--- config.mk ---
export PLATFORM = sky130hd
export DESIGN_NAME = sram_arbiter
export DESIGN_NICKNAME = d
export VERILOG_FILES = /design/src/rtl/sram_arbiter.sv
export SDC_FILE = /design/constraint.sdc
export NUM_CORES = 1
export LEC_CHECK = 0
export CAP_MARGIN = 20
export CORE_ASPECT_RATIO = 0.7
export CORE_MARGIN = 2
export CORE_UTILIZATION = 31
export DETAILED_ROUTE_END_ITERATION = 8
export PLACE_DENSITY_LB_ADDON = 0.05
export SLEW_MARGIN = 0
export SYNTH_ARGS = -nofsm -noshare
export SYNTH_HDL_FRONTEND = slang
export SYNTH_SLANG_ARGS = --single-unit
--- constraint.sdc ---
create_clock -name clk -period 1.5 [get_ports clk]
set_input_delay 0.225 -clock clk [delete_from_list [all_inputs] [get_ports clk]]
set_output_delay 0.225 -clock clk [all_outputs]
set_load 0.05 [all_outputs]
--- src/rtl/sram_arbiter.sv ---
// Two-requester valid/ready arbiter in front of a fixed-latency SRAM controller; routes read data back by issuer.
// Round-robin by default; define SRAM_ARB_PRIORITY_EN for m0 priority with an m1 starvation limit.
module sram_arbiter #(
  parameter int ADDR_BITS    = 20,
  parameter int DATA_BITS    = 16,
  parameter int RD_LATENCY   = 2,
  parameter int STARVE_LIMIT = 8
) (
  input  logic                 clk,
  input  logic                 reset,
  input  logic                 m0_req,
  input  logic                 m0_we,
  input  logic [ADDR_BITS-1:0] m0_addr,
  input  logic [DATA_BITS-1:0] m0_wdata,
  output logic                 m0_ready,
  output logic                 m0_rd_valid,
  output logic [DATA_BITS-1:0] m0_rdata,
  input  logic                 m1_req,
  input  logic                 m1_we,
  input  logic [ADDR_BITS-1:0] m1_addr,
  input  logic [DATA_BITS-1:0] m1_wdata,
  output logic                 m1_ready,
  output logic                 m1_rd_valid,
  output logic [DATA_BITS-1:0] m1_rdata,
  output logic                 sram_req,
  output logic                 sram_write_enable,
  output logic [ADDR_BITS-1:0] sram_addr,
  output logic [DATA_BITS-1:0] sram_write_data,
  input  logic                 sram_ready,
  input  logic [DATA_BITS-1:0] sram_read_data
);

  if (RD_LATENCY < 1) begin : g_bad_latency
    $error("sram_arbiter: RD_LATENCY must be at least 1");
  end
  if (STARVE_LIMIT < 1) begin : g_bad_limit
    $error("sram_arbiter: STARVE_LIMIT must be at least 1");
  end

  logic                  grant_id;
  logic                  fire;
  logic                  rd_fire;
  logic [RD_LATENCY-1:0] pipe_vld;
  logic [RD_LATENCY-1:0] pipe_id;

`ifdef SRAM_ARB_PRIORITY_EN
  localparam int CNT_BITS = $clog2(STARVE_LIMIT + 1);
  logic [CNT_BITS-1:0] starve_cnt;

  // m1 only wins a tie once m0 has used up its allowance of consecutive grants.
  assign grant_id = m1_req & (~m0_req | (starve_cnt == CNT_BITS'(STARVE_LIMIT)));

  always_ff @(posedge clk or posedge reset) begin
    if (reset) begin
      starve_cnt <= '0;
    end else if (!m1_req || (fire && grant_id)) begin
      starve_cnt <= '0;
    end else if (fire && starve_cnt != CNT_BITS'(STARVE_LIMIT)) begin
      starve_cnt <= starve_cnt + 1'b1;
    end
  end
`else
  logic last_grant;

  assign grant_id = m1_req & (~m0_req | ~last_grant);

  always_ff @(posedge clk or posedge reset) begin
    if (reset) begin
      last_grant <= 1'b1;
    end else if (fire) begin
      last_grant <= grant_id;
    end
  end
`endif

  assign sram_req = m0_req | m1_req;
  assign fire     = sram_req & sram_ready;
  assign m0_ready = m0_req & ~grant_id & sram_ready;
  assign m1_ready = grant_id & sram_ready;
  assign rd_fire  = fire & ~sram_write_enable;

  always_comb begin
    sram_write_enable = 1'b0;
    sram_addr         = '0;
    sram_write_data   = '0;
    if (sram_req) begin
      sram_write_enable = grant_id ? m1_we    : m0_we;
      sram_addr         = grant_id ? m1_addr  : m0_addr;
      sram_write_data   = grant_id ? m1_wdata : m0_wdata;
    end
  end

  // Tracks which requester owns each read in the controller pipeline; free-running.
  always_ff @(posedge clk or posedge reset) begin
    if (reset) begin
      pipe_vld <= '0;
      pipe_id  <= '0;
    end else begin
      pipe_vld[0] <= rd_fire;
      pipe_id[0]  <= grant_id;
      for (int i = 1; i < RD_LATENCY; i++) begin
        pipe_vld[i] <= pipe_vld[i-1];
        pipe_id[i]  <= pipe_id[i-1];
      end
    end
  end

  always_ff @(posedge clk or posedge reset) begin
    if (reset) begin
      m0_rd_valid <= 1'b0;
      m1_rd_valid <= 1'b0;
      m0_rdata    <= '0;
      m1_rdata    <= '0;
    end else begin
      m0_rd_valid <= pipe_vld[RD_LATENCY-1] & ~pipe_id[RD_LATENCY-1];
      m1_rd_valid <= pipe_vld[RD_LATENCY-1] & pipe_id[RD_LATENCY-1];
      if (pipe_vld[RD_LATENCY-1] && !pipe_id[RD_LATENCY-1]) m0_rdata <= sram_read_data;
      if (pipe_vld[RD_LATENCY-1] && pipe_id[RD_LATENCY-1])  m1_rdata <= sram_read_data;
    end
  end

endmodule
==> metrics.txt, run 1 <==
total grt overflow=0; status=complete, but fails checks; CTS tree=yes; RSZ-0062 raised after global routing=yes; worst clock skew=0.00204 ns; Hold Buf Count CTS=0; share of cells above drive strength 1=0.558; Synth Area in Simple Gates=0.0274; R2R Setup Slk=0.25 ns; XOR/XNOR Fraction of Synth Area=0; CP arrival=1.65 ns; ANT nets after route=0; TNS Setup=-12.68 ns; 1st-pass router iterations=4; # setup viols final=39; die width=95.8 um; pin count of the biggest net entering global routing=40; GRT Total Usage=0.213; average wire per standard cell=19.5 um; final cycle utilization of the critical path=1.25; delay-heaviest family, CP=flip-flops; WP buf/inv=4; CP endpoint kind=output port; final instance area=4570 um2; synthesized area=1830 um2; Max VDD drop=0.802 mV; Critical R2R Launch=last_grant$_DFFE_PP1P_; cell count after synthesis=134; warnings from Yosys=0; Cells after DPL=376; WS Path Type=flop to output port; final hold vios=0; failing checks=negative setup slack; MaxCap Viol Count=0; Finished Core Util=0.801; CP peak stage delay=0.55 ns; Pwr Density=1280 nW/um2; Ant. Diodes=0; crit-path most repeated cell=buf_6; post-synthesis mux area share=0.197; initial antenna violation count=0; CP max FO=5; # clock sinks=39; Post-DP Area=4150 um2; Critical Path, Cell by Cell=buf_6 > a21boi_4 > buf_6 > clkbuf_16 > a22o_4 > buf_12; Starting Density=0.321; final worst setup slack=-0.375 ns; Port Buf Inserts=168; clock-pin slew of the registers on the worst-case setup and hold paths=0.07 ns; shortest period the worst path allows=1.88 ns; DR vias=1,911; Rows=23; worst-margin pin slew=0.269 ns; I/O pins=169; Seq/Total Area, Yosys=0.535; initial DRC count=49; Die Area=6540 um2; # H-tree levels=2; number of vias per cell=4.83; DRC Markers=0; Die Ht=68.2 um; Yosys cell types=20; first-pass GRT wire length=10,100 um; Finished Layout Cells=396; worst reg-to-reg path cell count=4; Mean Syn Cell Area=13.6 um2; Final Max Tran Viols=0; total core area=5700 um2; Final nets=415; Pleak=2.04 nW; CP max stage cell=dfstp_2; capturing point of the worst reg2reg path=pipe_vld[0]$_DFF_PP0_; Longest Clk Path Bufs=2; WP data required=1.27 ns; Hold Crit Class=input port to asynchronous set/reset pin; hpwl dp=5480 um; post-synthesis compound-gate area fraction=0.193; final WL=7730 um; Root Buffer=clkbuf_8; largest family of logic cells by synthesized area=multiplexers; total CTS buffers=5; vias in the first global route=1,969; RD Place Congestion=0.685; CP startpoint kind=flop; Synth Register Bits=39; Post-Synth Adder-Cell Area=0; Max Freq=533 MHz; Mapped Nets=229; Max-slew headroom=0.820; Area Growth Syn to Fin=150%; worst skew pair latency=0.28 ns
-- how the worst max path moves through the flow --
stage / cells after the start / startpoint / to / slack [ns]
3_5_place_dp: 5 / m1_req / sram_write_data[12] / -0.44
4_1_cts: 5 / last_grant$_DFFE_PP1P_ / sram_addr[19] / -0.36
6_report: 6 / last_grant$_DFFE_PP1P_ / sram_write_data[15] / -0.38
2_1_floorplan: 5 / last_grant$_DFFE_PP1P_ / sram_addr[12] / -0.08
5_1_grt: 6 / last_grant$_DFFE_PP1P_ / sram_addr[19] / -0.43
3_3_place_gp: 5 / m1_req / sram_addr[4] / -0.41
-- layout make-up --
cell class	count	area, um2
clock buffer	6	72.6
inverter	3	11.3
fill	338	1130
tap	75	93.8
multi-input combinational	83	1130
clock inverter	2	12.5
sequential	39	977
timing repair buffer	188	2260
-- flip-flops by register name, indices dropped and copies added, names as in the netlist --
signal	cells
last_grant	1
m0_rd_valid	1
m0_rdata	16
m1_rd_valid	1
m1_rdata	16
pipe_id	2
pipe_vld	2
-- kinds of logic (layout without fill, tap and decap cells) --
family | after synthesis | after routing
mux | 32 | 32
buf+inv | 14 | 199
compound gates | 41 | 41
flops | 39 | 39
simple gates | 8 | 10
-- cells in the mapped netlist --
master,instances,area [um2]
dfrtp_1,38,951
a22o_1,37,324
mux2_2,31,349
buf_2,7,35.0
buf_6,3,33.8
inv_1,3,11.3
nor2b_1,2,12.5
a21boi_1,1,7.51
a21oi_1,1,5.00
a31oi_1,1,6.26
a32o_1,1,10.0
and2_1,1,6.26
and2_4,1,8.76
and3_1,1,6.26
buf_4,1,7.51
dfstp_2,1,26.3
mux2_1,1,11.3
nand2_1,1,3.75
nand2b_1,1,6.26
or2_2,1,6.26
-- layer usage --
metal  GRT usage  vias up  share of wire
li1            -      891              -
met1       0.251      933           0.38
met2       0.369       83           0.53
met3       0.101        4          0.089
met4      0.0268        0         0.0049
met5           0        -              0
-- placed cells by master, fill, tap and decap left out, types with 3 or more instances in the layout --
| cell type | count |
|---|---|
| buf_12 | 46 |
| inv_1 | 3 |
| clkdlybuf4s50_1 | 92 |
| buf_4 | 40 |
| a22o_4 | 37 |
| clkbuf_8 | 5 |
| dfrtp_1 | 38 |
| buf_6 | 7 |
| mux2_2 | 31 |
| and2_4 | 4 |
-- power breakdown --
group / switching (W) / total, W / internal, W
combinational: 0.00208 / 0.00366 / 0.00158
sequential: 0.000159 / 0.00152 / 0.00136
clock: 0.000340 / 0.000664 / 0.000325
total: 0.00257 / 0.00584 / 0.00327
-- worst reg2reg max path, delay by kind of cell (launching register included) --
kind	cells	cell delay [ns]
DFF	1	0.55
AOI/OAI and AO/OA	2	0.33
buffers and inverters	2	0.25
-- per-stage QoR --
| stage | hold WS [ns] | total power [W] | setup slack (ns) |
|---|---|---|---|
| after floorplan | 0.288 | 0.00355 | -0.0787 |
| after global placement | 0.334 | 0.00496 | -0.412 |
| after detailed placement | 0.335 | 0.00500 | -0.440 |
| after CTS | 0.314 | 0.00581 | -0.355 |
| after global routing | 0.330 | 0.00607 | -0.435 |
| final | 0.313 | 0.00584 | -0.375 |
-- what timing repair did --
item,4_1_cts,5_1_grt
pin swaps,12,12
gates resized for setup,22,18
setup endpoints to repair,40,40
cloned,4,1
buffers inserted,5,5
(Power assumes the default switching activity.)
==> inputs of run 2 (changes only) <==
--- a/config.mk
+++ b/config.mk
@@ -9,6 +9,7 @@
 export CORE_ASPECT_RATIO = 0.7
 export CORE_MARGIN = 2
 export CORE_UTILIZATION = 31
+export CTS_CLUSTER_SIZE = 20
 export DETAILED_ROUTE_END_ITERATION = 8
 export PLACE_DENSITY_LB_ADDON = 0.05
 export SLEW_MARGIN = 0
==> results of run 2 <==
Same layout as run 1: the final DEF is identical, and so are final timing and power.
==> inputs of run 3 (changes only) <==
--- a/config.mk
+++ b/config.mk
@@ -11,6 +11,7 @@
 export CORE_UTILIZATION = 31
 export CTS_CLUSTER_SIZE = 20
 export DETAILED_ROUTE_END_ITERATION = 8
+export MAX_ROUTING_LAYER = met4
 export PLACE_DENSITY_LB_ADDON = 0.05
 export SLEW_MARGIN = 0
 export SYNTH_ARGS = -nofsm -noshare
==> metrics.txt, run 3 (synthesis gave the netlist of run 1 again) <==
status=complete, but fails checks (unchanged); failing checks=negative setup slack (unchanged); vias in the first global route=1,969 (unchanged); Pleak=2.04 nW (unchanged); Starting Density=0.321 (unchanged); final cycle utilization of the critical path=1.25 (about the same); # H-tree levels=2 (unchanged); initial antenna violation count=0 (unchanged); R2R Setup Slk=0.26 ns (was 0.25 ns); average wire per standard cell=19.5 um (about the same); Ant. Diodes=0 (unchanged); Die Ht=68.2 um (unchanged); final worst setup slack=-0.374 ns (was -0.375 ns); capturing point of the worst reg2reg path=pipe_vld[0]$_DFF_PP0_ (unchanged); first-pass GRT wire length=10,100 um (about the same); Max VDD drop=0.803 mV (was 0.802 mV); commonest non-fill, non-tap cell in the layout=clkdlybuf4s50_1 (unchanged); # clock sinks=39 (unchanged); CP peak stage delay=0.55 ns (about the same); Pwr Density=1280 nW/um2 (unchanged); MaxCap Viol Count=0 (unchanged); Highest Signal Layer=met4 (unchanged); Port Buf Inserts=168 (unchanged); WP data required=1.27 ns (about the same); commonest non-fill, non-tap cells in the layout=92 x clkdlybuf4s50_1, 46 x buf_12, 40 x buf_4 (unchanged); Filler cells=338 (unchanged); shortest period the worst path allows=1.87 ns (was 1.88 ns); WS Path Type=flop to output port (unchanged); Rows=23 (unchanged); RSZ-0062 raised after global routing=yes (unchanged); Max-slew headroom=0.816 (was 0.820); Max Freq=534 MHz (was 533 MHz); final WL=7720 um (was 7730 um); number of vias per cell=4.82 (was 4.83); WL met2=4060 um (about the same); RD Place Congestion=0.692 (was 0.685); Hold WS=0.313 ns (about the same); Final nets=415 (unchanged); share of cells above drive strength 1=0.558 (unchanged); TNS Setup=-12.62 ns (was -12.68 ns); Critical Path, Cell by Cell=buf_6 > a21boi_4 > buf_6 > clkbuf_16 > a22o_4 > buf_12 (unchanged); Root Buffer=clkbuf_8 (unchanged); total grt overflow=0 (unchanged); biggest regs=m0_rdata: 16 flops, m1_rdata: 16 flops (unchanged); met3 wire len=617 um (was 685 um); total CTS buffers=5 (unchanged); die width=95.8 um (unchanged); Critical R2R Launch=last_grant$_DFFE_PP1P_ (unchanged); pin count of the biggest net entering global routing=40 (unchanged); Reg area=977 um2 (unchanged); Die Area=6540 um2 (unchanged); final hold vios=0 (unchanged); CP max FO=5 (unchanged); CP arrival=1.65 ns (about the same); worst skew pair latency=0.28 ns (about the same); worst reg-to-reg path cell count=4 (unchanged); ANT nets after route=0 (unchanged); hpwl dp=5480 um (unchanged); Hold Buf Count CTS=0 (unchanged); Final Max Tran Viols=0 (unchanged); # setup viols final=39 (unchanged); Finished Core Util=0.801 (unchanged); worst-margin pin slew=0.275 ns (was 0.269 ns); DR vias=1,907 (was 1,911); crit-path most repeated cell=buf_6 (unchanged); Area Growth Syn to Fin=150% (unchanged); CTS tree=yes (unchanged); Longest Clk Path Bufs=2 (unchanged); total core area=5700 um2 (unchanged); 1st-pass router iterations=4 (unchanged); clock-pin slew of the registers on the worst-case setup and hold paths=0.07 ns (about the same); GRT Total Usage=0.221 (was 0.213); wire length on met1=2990 um (was 2940 um); CP max stage cell=dfstp_2 (unchanged); area taken by multi-input logic gates=1130 um2 (unchanged); initial DRC count=33 (was 49); CP endpoint kind=output port (unchanged); worst clock skew=0.00205 ns (was 0.00204 ns); DRC Markers=0 (unchanged); I/O pins=169 (unchanged); CP startpoint kind=flop (unchanged); Hold Crit Class=input port to asynchronous set/reset pin (unchanged)
-- run 3: cell counts in the layout (fill, tap and decap cells not counted) --
No cell type changed its count.
-- run 3: cell type report --
class                      count  share of cell area
clock buffer                   6              0.0159
clock inverter                 2             0.00274
inverter                       3             0.00247
multi-input combinational     83               0.248
sequential                    39               0.214
tap                           75              0.0206
timing repair buffer         188               0.496
-- run 3: stage by stage --
step	worst slack, ns	total power [W]	instances	instance area [um2]
floorplan	-0.0787	0.00355	134	2010
global placement	-0.412	0.00496	376	4150
detailed placement	-0.440	0.00500	376	4150
CTS	-0.355	0.00581	392	4450
global route	-0.435	0.00607	396	4570
finish	-0.374	0.00584	396	4570
-- run 3: where the power goes --
| part | total [W] | switching, W | internal, W |
|---|---|---|---|
| Combinational | 0.00366 | 0.00208 | 0.00158 |
| Sequential | 0.00152 | 0.000159 | 0.00136 |
| Clock | 0.000664 | 0.000340 | 0.000325 |
-- run 3: what timing repair did --
item | 4_1_cts | 5_1_grt
setup buffers | 5 | 5
setup endpoints to repair | 40 | 40
resized for setup | 22 | 18
pin swaps | 12 | 12
gates cloned | 4 | 1
-- run 3: worst max-delay path by stage --
stage               slack, ns                  end                   start
finish                  -0.37  sram_write_data[15]  last_grant$_DFFE_PP1P_
CTS                     -0.36        sram_addr[19]  last_grant$_DFFE_PP1P_
floorplan               -0.08        sram_addr[12]  last_grant$_DFFE_PP1P_
detailed placement      -0.44  sram_write_data[12]                  m1_req
global placement        -0.41         sram_addr[4]                  m1_req
global route            -0.43        sram_addr[19]  last_grant$_DFFE_PP1P_
-- run 3: metal layers --
metal / GRT usage / vias to the layer above
met5: - / -
met4: 0.0268 / 0
met3: 0.0892 / 4
met2: 0.366 / 79
met1: 0.262 / 933
li1: - / 891
-- run 3: critical path: cells and delay by family (launching register included) --
kind	cells	cell delay, ns
AO/OA/AOI/OAI	2	0.29
buffers and inverters	4	0.52
flip-flops	1	0.55
